[config.mk]
export PLATFORM = sky130hd
export DESIGN_NAME = ksk_mgr_cut_dispatch
export DESIGN_NICKNAME = d
export VERILOG_FILES = /design/src/rtl/ksk_mgr_cut_dispatch.sv
export SDC_FILE = /design/constraint.sdc
export NUM_CORES = 1
export LEC_CHECK = 0
export BUFFER_PORTS_ARGS = -buffer_cell sky130_fd_sc_hd__buf_2
export CORE_MARGIN = 1
export CORE_UTILIZATION = 30
export DETAILED_ROUTE_END_ITERATION = 8
export PLACE_DENSITY = 0.6
export SYNTH_ARGS = -nofsm -noshare
export SYNTH_HDL_FRONTEND = slang
export SYNTH_SLANG_ARGS = --single-unit
[constraint.sdc]
create_clock -name clk -period 5.55 [get_ports clk]
set_input_delay 1.11 -clock clk [delete_from_list [all_inputs] [get_ports clk]]
set_output_delay 1.11 -clock clk [all_outputs]
set_load 0.01 [all_outputs]
[src/rtl/ksk_mgr_cut_dispatch.sv]
// rtl/ksk_mgr_cut_dispatch.sv - routes KSK beats round-robin over cuts into double-buffered cut RAM slots
module ksk_mgr_cut_dispatch #(
    parameter int KSK_CUT_NB = 16,
    parameter int DATA_W     = 64,
    parameter int CUT_DEPTH  = 32,
    parameter int SLOT_NB    = 2,
    localparam int CUT_W  = $clog2(KSK_CUT_NB + 1),
    localparam int IDX_W  = (KSK_CUT_NB > 1) ? $clog2(KSK_CUT_NB) : 1,
    localparam int ADD_W  = $clog2(CUT_DEPTH),
    localparam int SLOT_W = (SLOT_NB > 1) ? $clog2(SLOT_NB) : 1
) (
    input  logic              clk,
    input  logic              s_rst_n,
    input  logic [CUT_W-1:0]  cfg_cut_nb,
    input  logic [DATA_W-1:0] in_data,
    input  logic              in_vld,
    output logic              in_rdy,
    output logic              wr_en,
    output logic [IDX_W-1:0]  wr_cut,
    output logic [SLOT_W-1:0] wr_slot,
    output logic [ADD_W-1:0]  wr_add,
    output logic [DATA_W-1:0] wr_data,
    output logic              slot_done,
    output logic [SLOT_W-1:0] slot_done_id,
    input  logic              slot_free,
    input  logic [SLOT_W-1:0] slot_free_id,
    output logic              error
);

    localparam logic [0:0] S_IDLE = 1'b0;
    localparam logic [0:0] S_FILL = 1'b1;

    localparam logic [CUT_W-1:0]  MAX_NB    = CUT_W'(KSK_CUT_NB);
    localparam logic [ADD_W-1:0]  LAST_ADD  = ADD_W'(CUT_DEPTH - 1);
    localparam logic [SLOT_W-1:0] LAST_SLOT = SLOT_W'(SLOT_NB - 1);

    logic [0:0]        state;
    logic [SLOT_W-1:0] ptr;
    logic [SLOT_NB-1:0] full;
    logic [SLOT_NB-1:0] full_nxt;
    logic [IDX_W-1:0]  cut_cnt;
    logic [ADD_W-1:0]  add_cnt;
    logic [CUT_W-1:0]  cut_nb_r;

    logic              hs;
    logic              first_beat;
    logic              cfg_bad;
    logic              last_cut;
    logic              last_beat;
    logic              free_ok;
    logic              free_bad;
    logic [CUT_W-1:0]  eff_nb;
    logic [IDX_W-1:0]  last_idx;

    assign in_rdy     = (state == S_FILL);
    assign hs         = in_rdy & in_vld;
    assign first_beat = (cut_cnt == '0) && (add_cnt == '0);
    assign cfg_bad    = (cfg_cut_nb == '0) || (cfg_cut_nb > MAX_NB);

    // The first beat of a slot uses the live config; later beats use the latched copy.
    assign eff_nb    = !first_beat ? cut_nb_r : (cfg_bad ? MAX_NB : cfg_cut_nb);
    assign last_idx  = IDX_W'(eff_nb - CUT_W'(1));
    assign last_cut  = (cut_cnt == last_idx);
    assign last_beat = last_cut && (add_cnt == LAST_ADD);

    assign free_ok  = slot_free && full[slot_free_id];
    assign free_bad = slot_free && !full[slot_free_id];

    // The slot being filled is never full, so a legal free cannot collide with the done flag.
    always_comb begin
        full_nxt = full;
        if (free_ok) begin
            full_nxt[slot_free_id] = 1'b0;
        end
        if (hs && last_beat) begin
            full_nxt[ptr] = 1'b1;
        end
    end

    always_ff @(posedge clk) begin
        if (!s_rst_n) begin
            state        <= S_IDLE;
            ptr          <= '0;
            full         <= '0;
            cut_cnt      <= '0;
            add_cnt      <= '0;
            cut_nb_r     <= '0;
            wr_en        <= 1'b0;
            wr_cut       <= '0;
            wr_slot      <= '0;
            wr_add       <= '0;
            wr_data      <= '0;
            slot_done    <= 1'b0;
            slot_done_id <= '0;
            error        <= 1'b0;
        end else begin
            full      <= full_nxt;
            wr_en     <= hs;
            slot_done <= hs && last_beat;
            if (hs) begin
                wr_cut  <= cut_cnt;
                wr_add  <= add_cnt;
                wr_slot <= ptr;
                wr_data <= in_data;
            end
            if (hs && last_beat) begin
                slot_done_id <= ptr;
            end
            if ((hs && first_beat && cfg_bad) || free_bad) begin
                error <= 1'b1;
            end

            case (state)
                S_IDLE: begin
                    if (!full[ptr]) begin
                        state <= S_FILL;
                    end
                end
                default: begin
                    if (hs) begin
                        if (first_beat) begin
                            cut_nb_r <= eff_nb;
                        end
                        if (last_beat) begin
                            cut_cnt <= '0;
                            add_cnt <= '0;
                            ptr     <= (ptr == LAST_SLOT) ? '0 : ptr + SLOT_W'(1);
                            state   <= S_IDLE;
                        end else if (last_cut) begin
                            cut_cnt <= '0;
                            add_cnt <= add_cnt + ADD_W'(1);
                        end else begin
                            cut_cnt <= cut_cnt + IDX_W'(1);
                        end
                    end
                end
            endcase
        end
    end

endmodule

==> reports/qor.yml <==
pwr:
  peakVddDrop_mv: 0.139
  seqPwrFrac_pct: 48.4
  p_leak_nw: 2.15
  fin_total_pwr_w: 0.00149
  p_comb_share_pct: 9.8
  pwr-share-clk_pct: 41.8
  p_sw_share_pct: 23.6
  p_per_area_mw_per_mm2: 303
  p_switching_w: 0.000351
  p_int_w: 0.00114
sta:
  fin_crit_sh_pct: 53.8
  grt_setup_unrepaired: "false"
  relSlewSlack_pct: 25.6
  finalHoldViolCount: 0
  final-setup-viol-count: 0
  final.setup.tns_ns: 0
  min_period_ns: 2.99
  finalClockSkew_ns: 0.00489
  drv_slew: 0
  max_freq_ghz: 0.335
  worstMarginPinSlew_ns: 1.11
cells_and_area:
  fillers: 1290
  layout.nets: 683
  syn2layout_area_growth_pct: 30.7
  drive_above_1_share_pct: 29.5
  fin_area_mm2: 0.00492
  n_antenna_cell: 0
worst_setup_path:
  path_max_fanout: 13
  crit_path_start_kind: "flip-flop"
  critPathLaunch: "cut_cnt[0]"
  crit_arrival_ns: 3.22
  path_class: "reg2reg"
  required_ns: 5.78
  worst_setup_path_end_kind: "flip-flop"
  r2r-start: "cut_cnt[0]"
place:
  dpl.hpwl_um: 6540
  dpl_cell_area_mm2: 0.00462
  gp_congestion: 0.792
  portBuffers: 152
global_route:
  grt_pass1_wl_um: 15600
  antenna_found_initial: 0
  grt_max_degree: 80
  grt_pass1_vias: 3357
  grt_overflow: 0
  grt_usage_pct: 15.1
yosys:
  synthTopCellsByArea: "dfxtp_1 51%, nand2_1 16%, a21oi_1 12%"
  syn-instance-count: 468
  syn_area_mm2: 0.00376
  async_reset_ff_share_pct: 0
  avgSynthCellArea_um2: 8.04
  yosysSeqAreaShare_pct: 50.5
  ys_ff_latch: 95
  synth_top_area_cell: "dfxtp_1"
  synth.distinct_cells: 44
  yosysMostFrequentCell: "nand2_1"
  synth_common_cells: "159 x nand2_1, 95 x dfxtp_1, 87 x a21oi_1"
  synth_edf_count: 0
  synth.top_cell.area_share_pct: 50.5
  ys.flop_type: "dfxtp_1"
  ys_warn_count: 0
  synth_nets: 548
worst_hold_path:
  min-delay-start: "wr_data[33]"
  hold_class: "reg2reg"
clock_tree:
  clk_pin_slew_ns: 0.06
  cts.sinks: 95
  ctsResizeCount: 0
  htree_levels: 3
  cts_buffers: 9
  cts-root-buf: "clkbuf_16"
  cts_setup_buffers: 0
  clk-insertion-delay-late_ns: 0.34
  hold_buffers: 0
  clock_path_buffers: 2
  cts_tree: "built"
floorplanning:
  ios: 153
  die_area_mm2: 0.0130
  initial_core_util_pct: 31.1
  die_x_um: 114
  rows: 40
  core_mm2: 0.0121
  die_h_um: 114
detailed_routing:
  wl_per_cell_um: 12.3
  drt-initial-drc-count: 106
  drc: 0
  drt_first_pass_iters: 5
  ant_nets: 0
  num_vias: 3573
  wirelength_um: 9540
  routed_via_density: 4.61
flow_run:
  drv_cap: 0
outcome:
  outcome: "completed"
-- kinds of logic after synthesis --
group                    count (synthesis)  share of synthesized area, %
AND/OR/NAND/NOR                        207                          24.3
AO/OA/AOI/OAI                          113                          16.3
flip-flops                              95                          50.5
buffers and inverters                   37                          4.32
multiplexers                             6                          1.60
adder cells (fa/ha/maj)                  6                          2.00
XOR/XNOR                                 4                         0.931
-- critical path, stage by stage (launching register included) --
cell and delay (ns):
dfxtp_1 0.38, inv_1 0.11, ha_1 0.18, nand4bb_2 0.18
nor2_4 0.23, mux2i_1 0.23, ha_1 0.26, xnor2_1 0.20
and4b_1 0.26, o32ai_2 0.48, nor3_1 0.16, a31o_1 0.22
-- through the flow --
step           util (%)  cells  hold WS, ns  worst slack (ns)
6_report           40.6    775        0.451              2.56
5_1_grt            40.6    775        0.467              2.30
4_1_cts            40.6    775        0.453              2.55
3_5_place_dp       38.1    760        0.444              2.24
3_3_place_gp       38.1    760        0.439              2.29
2_1_floorplan         -    468        0.458              2.69
-- power by group through the flow --
stage | Sequential, W | Clock (W) | Combinational (W)
finish | 0.000720 | 0.000622 | 0.000146
global route | 0.000723 | 0.000669 | 0.000165
CTS | 0.000720 | 0.000644 | 0.000149
detailed placement | 0.000735 | 0 | 0.000149
global placement | 0.000734 | 0 | 0.000145
floorplan | 0.000745 | 0 | 0.0000727
-- path summary, 6_finish.rpt --
| check | to | slack [ns] | depth (start not counted) |
|---|---|---|---|
| hold / removal | wr_data[33] | 0.45 | 2 |
| setup reg to reg | full[1] | 2.56 | 11 |
| hold reg to reg | wr_data[33] | 0.45 | 2 |
| setup / recovery | full[1] | 2.56 | 11 |
-- final cells by class --
cell class | count | area [um^2] | share of cell area (%)
flip-flops and latches | 95 | 1900 | 38.7
clock buffers | 12 | 256 | 5.21
multi-input cells | 336 | 1700 | 34.6
clock inverters | 3 | 42.5 | 0.865
well taps | 168 | 210 | 4.27
repair buffers | 155 | 783 | 15.9
inverters | 6 | 22.5 | 0.458
-- sequential cells by signal, indices dropped and copies added (netlist names) --
signal,count
add_cnt,5
cut_cnt,4
cut_nb_r,4
error,1
full,2
in_rdy,1
ptr,1
slot_done,1
slot_done_id,1
wr_add,5
wr_cut,4
wr_data,64
wr_en,1
wr_slot,1
-- layer usage --
| metal | track usage (%) | up-vias | wire length [um] |
|---|---|---|---|
| met5 | 0 | - | 0 |
| met4 | 6.67 | 0 | 198 |
| met3 | 4.20 | 16 | 541 |
| met2 | 26.7 | 102 | 4740 |
| met1 | 17.0 | 1620 | 4060 |
| li1 | - | 1835 | - |
-- cell usage in the layout, fill, tap and decap left out, drive strengths merged, types with 8 or more instances in the layout --
cell / instances
a21oi: 87
buf: 155
clkbuf: 12
dfxtp: 95
nand2: 159
nand3: 8
nor2: 10
o21ai: 15
Power figures use the tool's default switching activity.
